<file path="src/rtl/cla_pkg.sv">
// Shared constants and the stage-1 record for the pipelined carry-lookahead adder.
package cla_pkg;
  localparam int CLA_W = 16;
  localparam int GRP_W = 4;
  localparam int N_GRP = CLA_W / GRP_W;

  typedef struct packed {
    logic [CLA_W-1:0] h;
    logic [CLA_W-1:0] g;
    logic [CLA_W-1:0] p;
    logic [N_GRP-1:0] G;
    logic [N_GRP-1:0] P;
    logic             cin;
    logic             sign;
    logic             a_msb;
    logic             b_msb;
  } s1_t;
endpackage

</file>
<file path="src/rtl/cla_carry4.sv">
// 4-bit lookahead cell: intra-group carries from a group carry-in, plus group G/P.
module cla_carry4 (
  input  logic [3:0] i_g,
  input  logic [3:0] i_p,
  input  logic       i_c_in,
  output logic [3:0] o_c,
  output logic       o_g_grp,
  output logic       o_p_grp
);
  assign o_c[0] = i_c_in;
  assign o_c[1] = i_g[0] | (i_p[0] & i_c_in);
  assign o_c[2] = i_g[1] | (i_p[1] & i_g[0]) | (i_p[1] & i_p[0] & i_c_in);
  assign o_c[3] = i_g[2] | (i_p[2] & i_g[1]) | (i_p[2] & i_p[1] & i_g[0])
                | (i_p[2] & i_p[1] & i_p[0] & i_c_in);

  assign o_g_grp = i_g[3] | (i_p[3] & i_g[2]) | (i_p[3] & i_p[2] & i_g[1])
                 | (i_p[3] & i_p[2] & i_p[1] & i_g[0]);
  assign o_p_grp = &i_p;
endmodule

</file>
<file path="src/rtl/cla_gp4.sv">
// Per-bit generate, propagate and half-sum terms for one 4-bit group.
module cla_gp4 (
  input  logic [3:0] i_a,
  input  logic [3:0] i_b,
  output logic [3:0] o_g,
  output logic [3:0] o_p,
  output logic [3:0] o_h
);
  assign o_g = i_a & i_b;
  assign o_p = i_a | i_b;
  assign o_h = i_a ^ i_b;
endmodule

</file>
<file path="src/rtl/cla16_pipe.sv">
// Two-stage pipelined 16-bit carry-lookahead adder with valid/ready on both sides.
// Stage 1 registers g/p/h and group G/P; stage 2 resolves carries into the output register.
module cla16_pipe
  import cla_pkg::*;
#(
  parameter int WIDTH = CLA_W
) (
  input  logic             clk,
  input  logic             rst,
  input  logic             in_valid,
  output logic             in_ready,
  input  logic [WIDTH-1:0] a,
  input  logic [WIDTH-1:0] b,
  input  logic             cin,
  input  logic             sign,
  output logic             out_valid,
  input  logic             out_ready,
  output logic [WIDTH-1:0] sum,
  output logic             cout,
  output logic             ofl
);
  logic [WIDTH-1:0] w_g, w_p, w_h;
  logic [N_GRP-1:0] w_grp_g, w_grp_p;
  logic [WIDTH-1:0] w_unused_c1;
  logic [N_GRP-1:0] w_unused_g2, w_unused_p2;
  logic [N_GRP:0]   w_grp_c;
  logic [WIDTH-1:0] w_c;
  logic [WIDTH-1:0] w_sum;
  logic             w_cout, w_ofl;
  logic             w_out_adv, w_accept;
  s1_t              w_s1_d;

  s1_t              r_s1;
  logic             r_s1_v;
  logic             r_out_valid;
  logic [WIDTH-1:0] r_sum;
  logic             r_cout, r_ofl;

  assign w_out_adv = !r_out_valid || out_ready;
  assign in_ready  = !r_s1_v || w_out_adv;
  assign w_accept  = in_valid && in_ready;

  for (genvar k = 0; k < N_GRP; k++) begin : g_grp
    cla_gp4 u_gp (
      .i_a (a[k*GRP_W +: GRP_W]),
      .i_b (b[k*GRP_W +: GRP_W]),
      .o_g (w_g[k*GRP_W +: GRP_W]),
      .o_p (w_p[k*GRP_W +: GRP_W]),
      .o_h (w_h[k*GRP_W +: GRP_W])
    );

    // Only G/P are wanted in stage 1; carries are resolved after the register.
    cla_carry4 u_s1 (
      .i_g     (w_g[k*GRP_W +: GRP_W]),
      .i_p     (w_p[k*GRP_W +: GRP_W]),
      .i_c_in  (1'b0),
      .o_c     (w_unused_c1[k*GRP_W +: GRP_W]),
      .o_g_grp (w_grp_g[k]),
      .o_p_grp (w_grp_p[k])
    );

    cla_carry4 u_s2 (
      .i_g     (r_s1.g[k*GRP_W +: GRP_W]),
      .i_p     (r_s1.p[k*GRP_W +: GRP_W]),
      .i_c_in  (w_grp_c[k]),
      .o_c     (w_c[k*GRP_W +: GRP_W]),
      .o_g_grp (w_unused_g2[k]),
      .o_p_grp (w_unused_p2[k])
    );
  end

  always_comb begin
    w_s1_d       = '0;
    w_s1_d.h     = w_h;
    w_s1_d.g     = w_g;
    w_s1_d.p     = w_p;
    w_s1_d.G     = w_grp_g;
    w_s1_d.P     = w_grp_p;
    w_s1_d.cin   = cin;
    w_s1_d.sign  = sign;
    w_s1_d.a_msb = a[WIDTH-1];
    w_s1_d.b_msb = b[WIDTH-1];
  end

  always_comb begin
    w_grp_c    = '0;
    w_grp_c[0] = r_s1.cin;
    for (int k = 0; k < N_GRP; k++) begin
      w_grp_c[k+1] = r_s1.G[k] | (r_s1.P[k] & w_grp_c[k]);
    end
  end

  assign w_sum  = r_s1.h ^ w_c;
  assign w_cout = w_grp_c[N_GRP];
  assign w_ofl  = r_s1.sign ? ((r_s1.a_msb == r_s1.b_msb) && (w_sum[WIDTH-1] != r_s1.a_msb))
                            : w_cout;

  always_ff @(posedge clk) begin
    if (rst) begin
      r_s1        <= '0;
      r_s1_v      <= 1'b0;
      r_out_valid <= 1'b0;
      r_sum       <= '0;
      r_cout      <= 1'b0;
      r_ofl       <= 1'b0;
    end else begin
      if (w_out_adv) begin
        r_out_valid <= r_s1_v;
        if (r_s1_v) begin
          r_sum  <= w_sum;
          r_cout <= w_cout;
          r_ofl  <= w_ofl;
        end
      end
      // s1 refills whenever its content leaves or it is empty; a bubble clears s1_v.
      if (in_ready) begin
        r_s1_v <= in_valid;
        if (w_accept) r_s1 <= w_s1_d;
      end
    end
  end

  assign out_valid = r_out_valid;
  assign sum       = r_sum;
  assign cout      = r_cout;
  assign ofl       = r_ofl;
endmodule

</file>
<file path="config.mk">
export PLATFORM = sky130hd
export DESIGN_NAME = cla16_pipe
export DESIGN_NICKNAME = d
export VERILOG_FILES = /design/src/rtl/cla_pkg.sv /design/src/rtl/cla_carry4.sv /design/src/rtl/cla_gp4.sv /design/src/rtl/cla16_pipe.sv
export SDC_FILE = /design/constraint.sdc
export NUM_CORES = 1
export LEC_CHECK = 0
export BUFFER_PORTS_ARGS = -buffer_cell sky130_fd_sc_hd__buf_2
export CAP_MARGIN = 40
export CORE_AREA = 2 2 87 89
export DETAILED_ROUTE_END_ITERATION = 8
export DIE_AREA = 0 0 89 91
export GPL_ROUTABILITY_DRIVEN = 0
export PLACE_DENSITY = 0.74
export SLEW_MARGIN = 5
export SYNTH_ARGS = -nofsm -noshare
export SYNTH_HDL_FRONTEND = slang
export SYNTH_SLANG_ARGS = --single-unit
</file>
<file path="constraint.sdc">
create_clock -name clk -period 1.45 [get_ports clk]
set_input_delay 0.0725 -clock clk [delete_from_list [all_inputs] [get_ports clk]]
set_output_delay 0.0725 -clock clk [all_outputs]
set_load 0.01 [all_outputs]
</file>
# Word-level counts from Yosys, hierarchy flattened
# Index checks and enable logic that the tools add are counted.
[op_classes] eq_ne=2 n_mux=1 bitwise_logic=113 n_reduce_logical=12
[ops] op="$and A1 B1 Y1" count=60
[ops] op="$or A1 B1 Y1" count=40
[ops] op="$and A4 B4 Y4" count=4
[ops] op="$or A4 B4 Y4" count=4
[ops] op="$reduce_and A4 Y1" count=4
[ops] op="$xor A16 B16 Y16" count=1
[ops] op="$xor A4 B4 Y4" count=4
[ops] op="$reduce_and A2 Y1" count=2
[ops] op="$logic_and A1 B1 Y1" count=2
[ops] op="$logic_not A1 Y1" count=2
[ops] op="$logic_or A1 B1 Y1" count=2
[ops] op="$eq A1 B1 Y1" count=1
[ops] op="$mux W1" count=1
[ops] op="$ne A1 B1 Y1" count=1
[totals] reg_bits=78 in_bits=38 word_cells=142

# Longest topological paths before layout
# Gate-level depths: netlist of run 1.
[depth] word_depth=12 mapped_depth=7 ltp_nobuf=7

# By module
# A second synthesis of run 1 with hierarchy kept.
[hier_totals] hier_cells=521 area_unflattened_um2=4071.4
[modules_own_cells] module="cla16_pipe" instances=1 cells_per_inst=361 area_each_um2=2960.3
[modules_own_cells] module="cla_gp4" instances=4 cells_per_inst=20 area_each_um2=145.1
[modules_own_cells] module="cla_carry4" instances=8 cells_per_inst=10 area_each_um2=66.3

# Worst setup path after synthesis of run 1
# OpenSTA, ideal clock, no wires.
[synth_timing] path_kind="register -> register" start="reg r_s1[25] (netlist name)" end="reg r_ofl (netlist: ofl)" arrival_time_ns=1.408 path_slack_ns=-0.032 path_stages_with_launch=6 n_path_buf=0 cell_sequence="dfxtp_1 -> a21o_1 -> a211o_1 -> or3_4 -> and2_4 -> o211ai_2"
[synth_between] elab_chain_cells=8
[synth_lines] item="start, declared" line="cla16_pipe.sv:33" source="s1_t r_s1;"
[synth_lines] item="start signal, assigned" line="cla16_pipe.sv:118" source="if (w_accept) r_s1 <= w_s1_d;"
[synth_lines] item="$and A1 B1 Y1 (*)" line="cla_carry4.sv:13, cla_carry4.sv:14"
[synth_lines] item="$and A1 B1 Y1 (on tied branches)" line="cla_carry4.sv:13, cla_carry4.sv:14"
[synth_lines] item="$or A1 B1 Y1 / $and A1 B1 Y1 (equally long branches)" line="cla_carry4.sv:13, cla_carry4.sv:14"
[synth_lines] item="$or A1 B1 Y1 (*)" line="cla_carry4.sv:14" source="| (i_p[2] & i_p[1] & i_p[0] & i_c_in);"
[synth_lines] item="$xor A16 B16 Y16 (*)" line="cla16_pipe.sv:93" source="assign w_sum = r_s1.h ^ w_c;"
[synth_lines] item="$ne A1 B1 Y1 (*)" line="cla16_pipe.sv:95" source="assign w_ofl = r_s1.sign ? ((r_s1.a_msb == r_s1.b_msb) && (w_sum[WIDTH-1] != r_s1.a_msb))"
[synth_lines] item="$logic_and A1 B1 Y1 (*)" line="cla16_pipe.sv:95"
[synth_lines] item="$mux W1 (*)" line="cla16_pipe.sv:95"
[synth_lines] item="end signal, assigned" line="cla16_pipe.sv:112" source="r_ofl <= w_ofl;"
[synth_lines] item="end, declared" line="cla16_pipe.sv:37" source="logic r_cout, r_ofl;"
# Mark *: on every way between the ends. The rest lies on a longest branch, timed or not.
# A chain may end at the register's enable or synchronous reset.

# Final worst setup path of run 1
[layout_timing] start="reg r_s1[40] (netlist name)" end="reg r_ofl (netlist: ofl)"
[layout_between] elab_chain_cells=7
[layout_lines] item="$and A1 B1 Y1" line="cla_carry4.sv:13" source="assign o_c[3] = i_g[2] | (i_p[2] & i_g[1]) | (i_p[2] & i_p[1] & i_g[0])"
[layout_lines] item="$or A1 B1 Y1" line="cla_carry4.sv:13"
[layout_lines] item="$or A1 B1 Y1" line="cla_carry4.sv:14"
[layout_lines] item="$xor A16 B16 Y16" line="cla16_pipe.sv:93"
[layout_lines] item="$ne A1 B1 Y1" line="cla16_pipe.sv:95"
[layout_lines] item="$logic_and A1 B1 Y1" line="cla16_pipe.sv:95"
[layout_lines] item="$mux W1" line="cla16_pipe.sv:95"
# Every way passes these cells.

==> results of run 1 <==
[cells by family after synthesis]
logic type / after synthesis / synth area share
AOI/OAI and AO/OA: 115 / 0.197
xor gates and xnor gates: 7 / 0.0174
adders and majority gates: 32 / 0.114
buffers and inverters: 61 / 0.0655
DFF: 72 / 0.410
and+or+nand+nor: 156 / 0.196
[state kept, by name, summed over array words and instances, names as in the netlist]
register   count
r_s1          52
sum           16
cout           1
ofl            1
out_valid      1
r_s1_v         1
[critical path: cells and delay by family (launching register included)]
family	cells	cell delay (ns)
AO/OA/AOI/OAI	3	0.63
AND/OR/NAND/NOR	2	0.52
flip-flops	1	0.32
[routing by layer]
| layer | wire [um] | part of all wire |
|---|---|---|
| met4 | 140 | 0.017 |
| met2 | 4000 | 0.49 |
| met3 | 318 | 0.039 |
| met5 | 0 | 0 |
| met1 | 3720 | 0.45 |
[cell usage after synthesis, types with 5 or more instances]
cell / instances
sky130_fd_sc_hd__a211oi_1: 13
sky130_fd_sc_hd__a21o_1: 5
sky130_fd_sc_hd__a21oi_1: 61
sky130_fd_sc_hd__clkbuf_1: 19
sky130_fd_sc_hd__dfxtp_1: 72
sky130_fd_sc_hd__ha_1: 32
sky130_fd_sc_hd__inv_1: 38
sky130_fd_sc_hd__nand2_1: 88
sky130_fd_sc_hd__nand3_1: 15
sky130_fd_sc_hd__nor2_1: 24
sky130_fd_sc_hd__o21ai_0: 15
sky130_fd_sc_hd__xor2_1: 6
[what timing repair did]
item,in CTS,in global routing
pin swaps,3,4
hold endpoints to repair,2,0
endpoints found under the setup margin,40,26
setup buffers,1,2
hold buffers,2,0
gates resized for setup,7,20
[power by group]
group	leakage [nW]	total, mW	internal [mW]	switching, mW
logic	1.35	0.695	0.319	0.376
clock network	0.103	1.67	0.956	0.719
registers	0.595	2.19	2.10	0.0867
total	2.05	4.56	3.38	1.18
[how the worst min path moves through the flow]
stage          start  cells after the start  slack, ns       to
3_5_place_dp    sign                      3       0.34  r_s1[2]
4_1_cts          cin                      3      0.002  r_s1[3]
2_1_floorplan  b[15]                      2       0.21  r_s1[0]
5_1_grt          cin                      3      0.004  r_s1[3]
3_3_place_gp    sign                      3       0.31  r_s1[2]
6_report       a[15]                      3      0.002  r_s1[1]
[stage by stage]
stage	worst slack [ns]	power (mW)	cell area, sq um	TNS [ns]
floorplan	-0.00613	2.61	3520	-0.00613
global placement	-0.000314	2.87	4080	-0.000314
detailed placement	-0.0374	2.89	4080	-0.175
CTS	-0.0357	4.54	4340	-0.0357
global route	-0.154	4.77	4390	-0.305
finish	-0.0811	4.56	4390	-0.143
[layout make-up]
cell class / instances / area [sq um] / share of cell area
clock inverters: 4 / 70.1 / 0.0160
inverters: 39 / 146 / 0.0333
clock buffers: 11 / 131 / 0.0299
repair buffers: 86 / 558 / 0.127
multi-input cells: 310 / 1910 / 0.435
well taps: 99 / 124 / 0.0282
flip-flops and latches: 72 / 1450 / 0.331
==> flow_summary.yaml, run 1 <==
cts:
  cts_htree_levels: 3
  clockRootBuffer: "sky130_fd_sc_hd__clkbuf_8"
  cts.sink_count: 72
  clk_pin_slew_worst_paths_ns: 0.07
  cts-buffers-inserted: 9
  ctsLongestPathBuffers: 2
  clk-insertion-delay-late_ns: 0.33
  tritoncts: "built"
critical_path:
  timing.critical_path.arrival_ns: 1.80
  critical-path-max-stage-delay_ns: 0.35
  r2r_slack_ns: -0.08
  crit-reg2reg-launch: "r_s1[40]"
  r2r.worst_path.cells: 5
  cp_cell_sequence: "a21o_1, a211o_1, or3_4, and2_4, o211ai_2"
  critical_path.startpoint: "r_s1[40]"
  setup.worst_path.class: "reg2reg"
  timing.critical_path.required_ns: 1.72
  critical_path.startpoint_type: "flip-flop"
  worstSetupEndpointType: "flip-flop"
  worstPathMaxFanout: 3
  regToRegEndpoint: "ofl"
  worst_path_max_delay_cell: "sky130_fd_sc_hd__or3_4"
  timing.critical_path.to: "ofl"
die:
  starting_density_of_the_core: 0.493
  floorplan.core_area_sq_mm: 0.00714
  die_width_um: 89
  top_level_ports: 58
  die_y_um: 91
  die-area_sq_mm: 0.00810
  core.rowCount: 31
timing:
  finalCritPeriodShare: 1.06
  post_route_minimum_period_ns: 1.53
  measured_slew_at_the_worst_slew_check_pin_ns: 0.312
  grt_setup_unrepaired: "true"
  final-hold-violation-count: 0
  max-slew-margin-rel: 0.790
  fin_worst_hold_slack_ns: 0.00230
  final_max_slew_viol_count: 0
  achievable-frequency_ghz: 0.653
  timing.final.setup_violations: 2
  setup_slack_ns: -0.0811
  timing.clock.skew_ns: 0.00609
power:
  leakage_component_of_the_power_nw: 2.05
  powerDensity_mw_per_mm2: 1040
  max-vdd-ir-drop_uv: 471
drt:
  routed_wl_um: 8180
  drt-pass1-iter-count: 4
  drtIter0Drc: 137
  via_per_inst: 5.15
  ant_nets: 0
  vias: 3198
  remaining_drc_errors: 0
  route.detailed.wl_per_inst_um: 13.2
placed_design:
  placed_cells_incl_taps: 601
  dp_hpwl_um: 5840
  io_buffer_count: 57
cells_and_area:
  non_filler_instance_count_after_layout: 621
  layout.core_utilization: 0.615
  n_antenna_cell: 0
  number_of_fill_cells: 663
  fin_nets: 588
  final_common_cell: "sky130_fd_sc_hd__nand2_1"
  most-common-layout-cells: "87 x sky130_fd_sc_hd__nand2_1, 65 x sky130_fd_sc_hd__dfxtp_1, 58 x sky130_fd_sc_hd__a21oi_1"
  area_growth_pct: 24.9
  post_route_cells_drive_above_1_share: 0.236
synthesis:
  synth_top_cells_by_area: "sky130_fd_sc_hd__dfxtp_1 41%, sky130_fd_sc_hd__ha_1 11%, sky130_fd_sc_hd__nand2_1 9.4%, sky130_fd_sc_hd__a21oi_1 8.7%, sky130_fd_sc_hd__inv_1 4.1%"
  number_of_storage_elements_in_the_synthesis_netlist: 72
  warning_count_from_the_yosys_run: 0
  register_area_share_after_synthesis: 0.410
  asyncSetResetFlopFracSynth: 0
  synth_cell_type_count: 43
  synth_ff_type: "sky130_fd_sc_hd__dfxtp_1"
  syn_avg_cell_area_sq_um: 7.94
  yosysTopAreaCell: "sky130_fd_sc_hd__dfxtp_1"
  synth.net_count: 513
  netlist_instances: 443
  share_of_the_synthesized_area_in_the_top_cell_type: 0.410
  post_synthesis_cell_area_sq_mm: 0.00352
  number_of_flops_mapped_to_enable_cells_by_yosys: 0
global_route:
  fraction_of_met3_tracks_used_by_global_routing: 0.0309
  use_met1: 0.280
  grt.total_usage: 0.214
  met2_usage: 0.360
  wire_length_of_the_first_global_routing_pass_um: 13900
  globalRoute.totalOverflow: 0
  globalRoute.busiestLayer: "met2"
  grt_start_max_net_pins: 69
  grt_pass1_vias: 3096
  antenna_found_initial: 0
status:
  failing_checks: "setup timing"
  status: "complete, but fails checks"
worst_hold_path:
  holdCritPathClass: "in2reg"
job:
  cap_violations: 0
(Power assumes the default switching activity.)
==> run 2, diff against run 1 <==
--- a/config.mk
+++ b/config.mk
@@ -5,13 +5,14 @@
 export SDC_FILE = /design/constraint.sdc
 export NUM_CORES = 1
 export LEC_CHECK = 0
+export ABC_AREA = 1
 export BUFFER_PORTS_ARGS = -buffer_cell sky130_fd_sc_hd__buf_2
 export CAP_MARGIN = 40
-export CORE_AREA = 2 2 87 89
+export CORE_AREA = 2 2 86 88
 export DETAILED_ROUTE_END_ITERATION = 8
-export DIE_AREA = 0 0 89 91
+export DIE_AREA = 0 0 88 90
 export GPL_ROUTABILITY_DRIVEN = 0
-export PLACE_DENSITY = 0.74
+export PLACE_DENSITY = 0.75
 export SLEW_MARGIN = 5
 export SYNTH_ARGS = -nofsm -noshare
 export SYNTH_HDL_FRONTEND = slang
==> run 2 against run 1 <==
  * The run now ends clean
  * Worst hold slack improved by 0.0031 ns
  * Via count decreased by 5.7%
  * Count of clock-buffer cells in the layout decreased by 1
  * Register-to-register slack improved by 0.15 ns
  * Combinational power increased by 3.6%
  * Maximum frequency increased by 11%
  * Core utilization decreased by 1.7 points
  * Critical path depth increased by 7
  * Total power increased by 2.1%
  * Largest power group unchanged
==> flow_summary.yaml, run 2 <==
synthesis:
  post_synthesis_cell_area_sq_mm: 0.00349
  netlist_instances: 454
  share_of_the_synthesized_area_in_the_top_cell_type: 0.413
  register_area_share_after_synthesis: 0.413
  yosysTopAreaCell: "sky130_fd_sc_hd__dfxtp_1"
  warning_count_from_the_yosys_run: 0
  syn_avg_cell_area_sq_um: 7.69
  yosys.cell_count.top_type: "sky130_fd_sc_hd__inv_1"
  synth_cell_type_count: 25
  number_of_storage_elements_in_the_synthesis_netlist: 72
  synth_ff_type: "sky130_fd_sc_hd__dfxtp_1"
  synth.cells.most_frequent: "77 x sky130_fd_sc_hd__inv_1, 72 x sky130_fd_sc_hd__dfxtp_1, 67 x sky130_fd_sc_hd__nor2_1"
  synth.net_count: 524
  number_of_flops_mapped_to_enable_cells_by_yosys: 0
  synth_top_cells_by_area: "sky130_fd_sc_hd__dfxtp_1 41%, sky130_fd_sc_hd__ha_1 11%, sky130_fd_sc_hd__o21ai_0 9.0%, sky130_fd_sc_hd__inv_1 8.3%, sky130_fd_sc_hd__nor2_1 7.2%"
  asyncSetResetFlopFracSynth: 0
cts:
  tritoncts: "built"
  clk-insertion-delay-late_ns: 0.35
  cts-buffers-inserted: 9
  cts_htree_levels: 3
  cts.sink_count: 72
  ctsLongestPathBuffers: 2
  hold_bufs_at_cts: 0
  clockRootBuffer: "sky130_fd_sc_hd__clkbuf_8"
  clk_pin_slew_worst_paths_ns: 0.08
drt:
  route.met2.wl_um: 3570
  vias: 3016
  drt-pass1-iter-count: 4
  routed-wl-met3_um: 331
  route.detailed.wl_per_inst_um: 12.2
  drtIter0Drc: 145
  top_layer: "met4"
  ant_nets: 0
  remaining_drc_errors: 0
  via_per_inst: 4.89
  routed_wl_um: 7560
  wl_met1_um: 3540
cells_and_area:
  max_flop_register: "r_s1"
  post_route_cells_drive_above_1_share: 0.199
  final_common_cell: "sky130_fd_sc_hd__inv_1"
  area_growth_pct: 20.4
  fin_nets: 583
  number_of_fill_cells: 644
  largest_register_ff_count: 52
  most-common-layout-cells: "77 x sky130_fd_sc_hd__inv_1, 70 x sky130_fd_sc_hd__dfxtp_1, 67 x sky130_fd_sc_hd__nor2_1"
  n_antenna_cell: 0
die:
  die_y_um: 90
  starting_density_of_the_core: 0.497
  floorplan.core_area_sq_mm: 0.00702
  top_level_ports: 58
  die_width_um: 88
  core.rowCount: 31
  die-area_sq_mm: 0.00792
critical_path:
  cp_cell_sequence: "nand2_2, nand2_2, nand2_2, nand2_4, nand2_4, nand2_4, nand2_4, nand2_4, nand2_2, nand3_2, nand3_2, a21oi_2"
  timing.critical_path.arrival_ns: 1.67
  worstSetupEndpointType: "flip-flop"
  cpMostUsedCell: "sky130_fd_sc_hd__nand2_4"
  worstPathMaxFanout: 5
  setup.worst_path.class: "reg2reg"
  critical_path.startpoint_type: "flip-flop"
  worst_path_max_delay_cell: "sky130_fd_sc_hd__dfxtp_4"
  r2r.worst_path.cells: 12
  timing.critical_path.required_ns: 1.74
  critical-path-max-stage-delay_ns: 0.36
timing:
  max-slew-margin-rel: 0.787
  achievable-frequency_ghz: 0.726
  final_max_slew_viol_count: 0
  final-hold-violation-count: 0
  grt_setup_unrepaired: "true"
  measured_slew_at_the_worst_slew_check_pin_ns: 0.319
  timing.final.setup_violations: 0
  finalCritPeriodShare: 0.951
  timing.clock.skew_ns: 0.0111
  setup_slack_ns: 0.0717
  fin_worst_hold_slack_ns: 0.00542
  post_route_minimum_period_ns: 1.38
global_route:
  globalRoute.totalOverflow: 0
  grt_pass1_vias: 2689
  antenna_found_initial: 0
  grt_start_max_net_pins: 63
  wire_length_of_the_first_global_routing_pass_um: 11800
  grt.total_usage: 0.188
job:
  cap_violations: 0
status:
  status: "complete, no violations"
placed_design:
  io_buffer_count: 57
  dp_hpwl_um: 5160
  placement.setup.worst_slack_ns: 0.0556
power:
  leakage_component_of_the_power_nw: 2.14
  max-vdd-ir-drop_uv: 585
  powerDensity_mw_per_mm2: 1110
worst_hold_path:
  holdCritPathClass: "in2reg"
  cell_count_of_the_worst_hold_path: 3
[run 2: changes by cell type after synthesis, moves of 5 or more]
cell	previous run	this run
sky130_fd_sc_hd__nor2_1	24	67
sky130_fd_sc_hd__a21oi_1	61	49
sky130_fd_sc_hd__clkbuf_1	19	14
sky130_fd_sc_hd__inv_1	38	77
sky130_fd_sc_hd__nand2_1	88	19
sky130_fd_sc_hd__o21ai_0	15	63
sky130_fd_sc_hd__a211oi_1	13	1
sky130_fd_sc_hd__nand2_2	0	5
[run 2: worst paths after layout]
check / start / endpoint / slack (ns)
max: r_s1[3] / ofl / 0.07
min reg2reg: r_s1[17] / r_s1[17] / 0.45
min: cin / r_s1[3] / 0.005
max reg2reg: r_s1[3] / ofl / 0.07
[run 2: layout make-up]
cell class,count,area [sq um],share of cell area
multi-input cells,284,1720,0.409
repair buffers,68,410,0.0977
clock inverters,6,83.8,0.0200
inverters,78,293,0.0697
well taps,99,124,0.0295
flip-flops and latches,72,1450,0.344
clock buffers,10,128,0.0304
[run 2: logic make-up (layout without fill, tap and decap cells)]
logic type,Yosys count,after routing,share of synthesized area
fa+ha+maj,32,32,0.115
buf+inv,98,162,0.107
flops,72,72,0.413
compound gates,127,127,0.190
simple gates,112,112,0.143
xor+xnor,13,13,0.0326
[run 2: per-layer routing]
layer | vias up | track usage
li1 | 1569 | -
met1 | 1376 | 0.237
met2 | 63 | 0.309
met3 | 8 | 0.0441
met4 | 0 | 0.0731
met5 | - | 0
[run 2: power breakdown]
group          switching [mW]  internal (mW)
combinational           0.420          0.300
clock                   0.750          0.963
sequential             0.0939           2.13
total                    1.26           3.39
[run 2: worst max-delay path: cells and delay by family, from the launching register on]
| family | cells | cell delay, ns |
|---|---|---|
| AOI/OAI and AO/OA | 1 | 0.13 |
| DFF | 1 | 0.36 |
| and+or+nand+nor | 11 | 0.82 |
[run 2: metrics by stage]
stage               setup TNS (ns)   util  total power, mW  cells  cell area (sq um)
finish                           0  0.598             4.65    617               4200
global route               -0.0312  0.598             4.89    617               4200
CTS                              0  0.586             4.65    614               4120
detailed placement               0  0.556             2.95    598               3910
global placement                 0  0.556             2.93    598               3910
floorplan                        0      -             2.70    454               3490
[run 2: repair_timing]
action,in CTS,in global routing
resized for setup,0,13
endpoints found under the setup margin,0,9
setup buffers,0,2
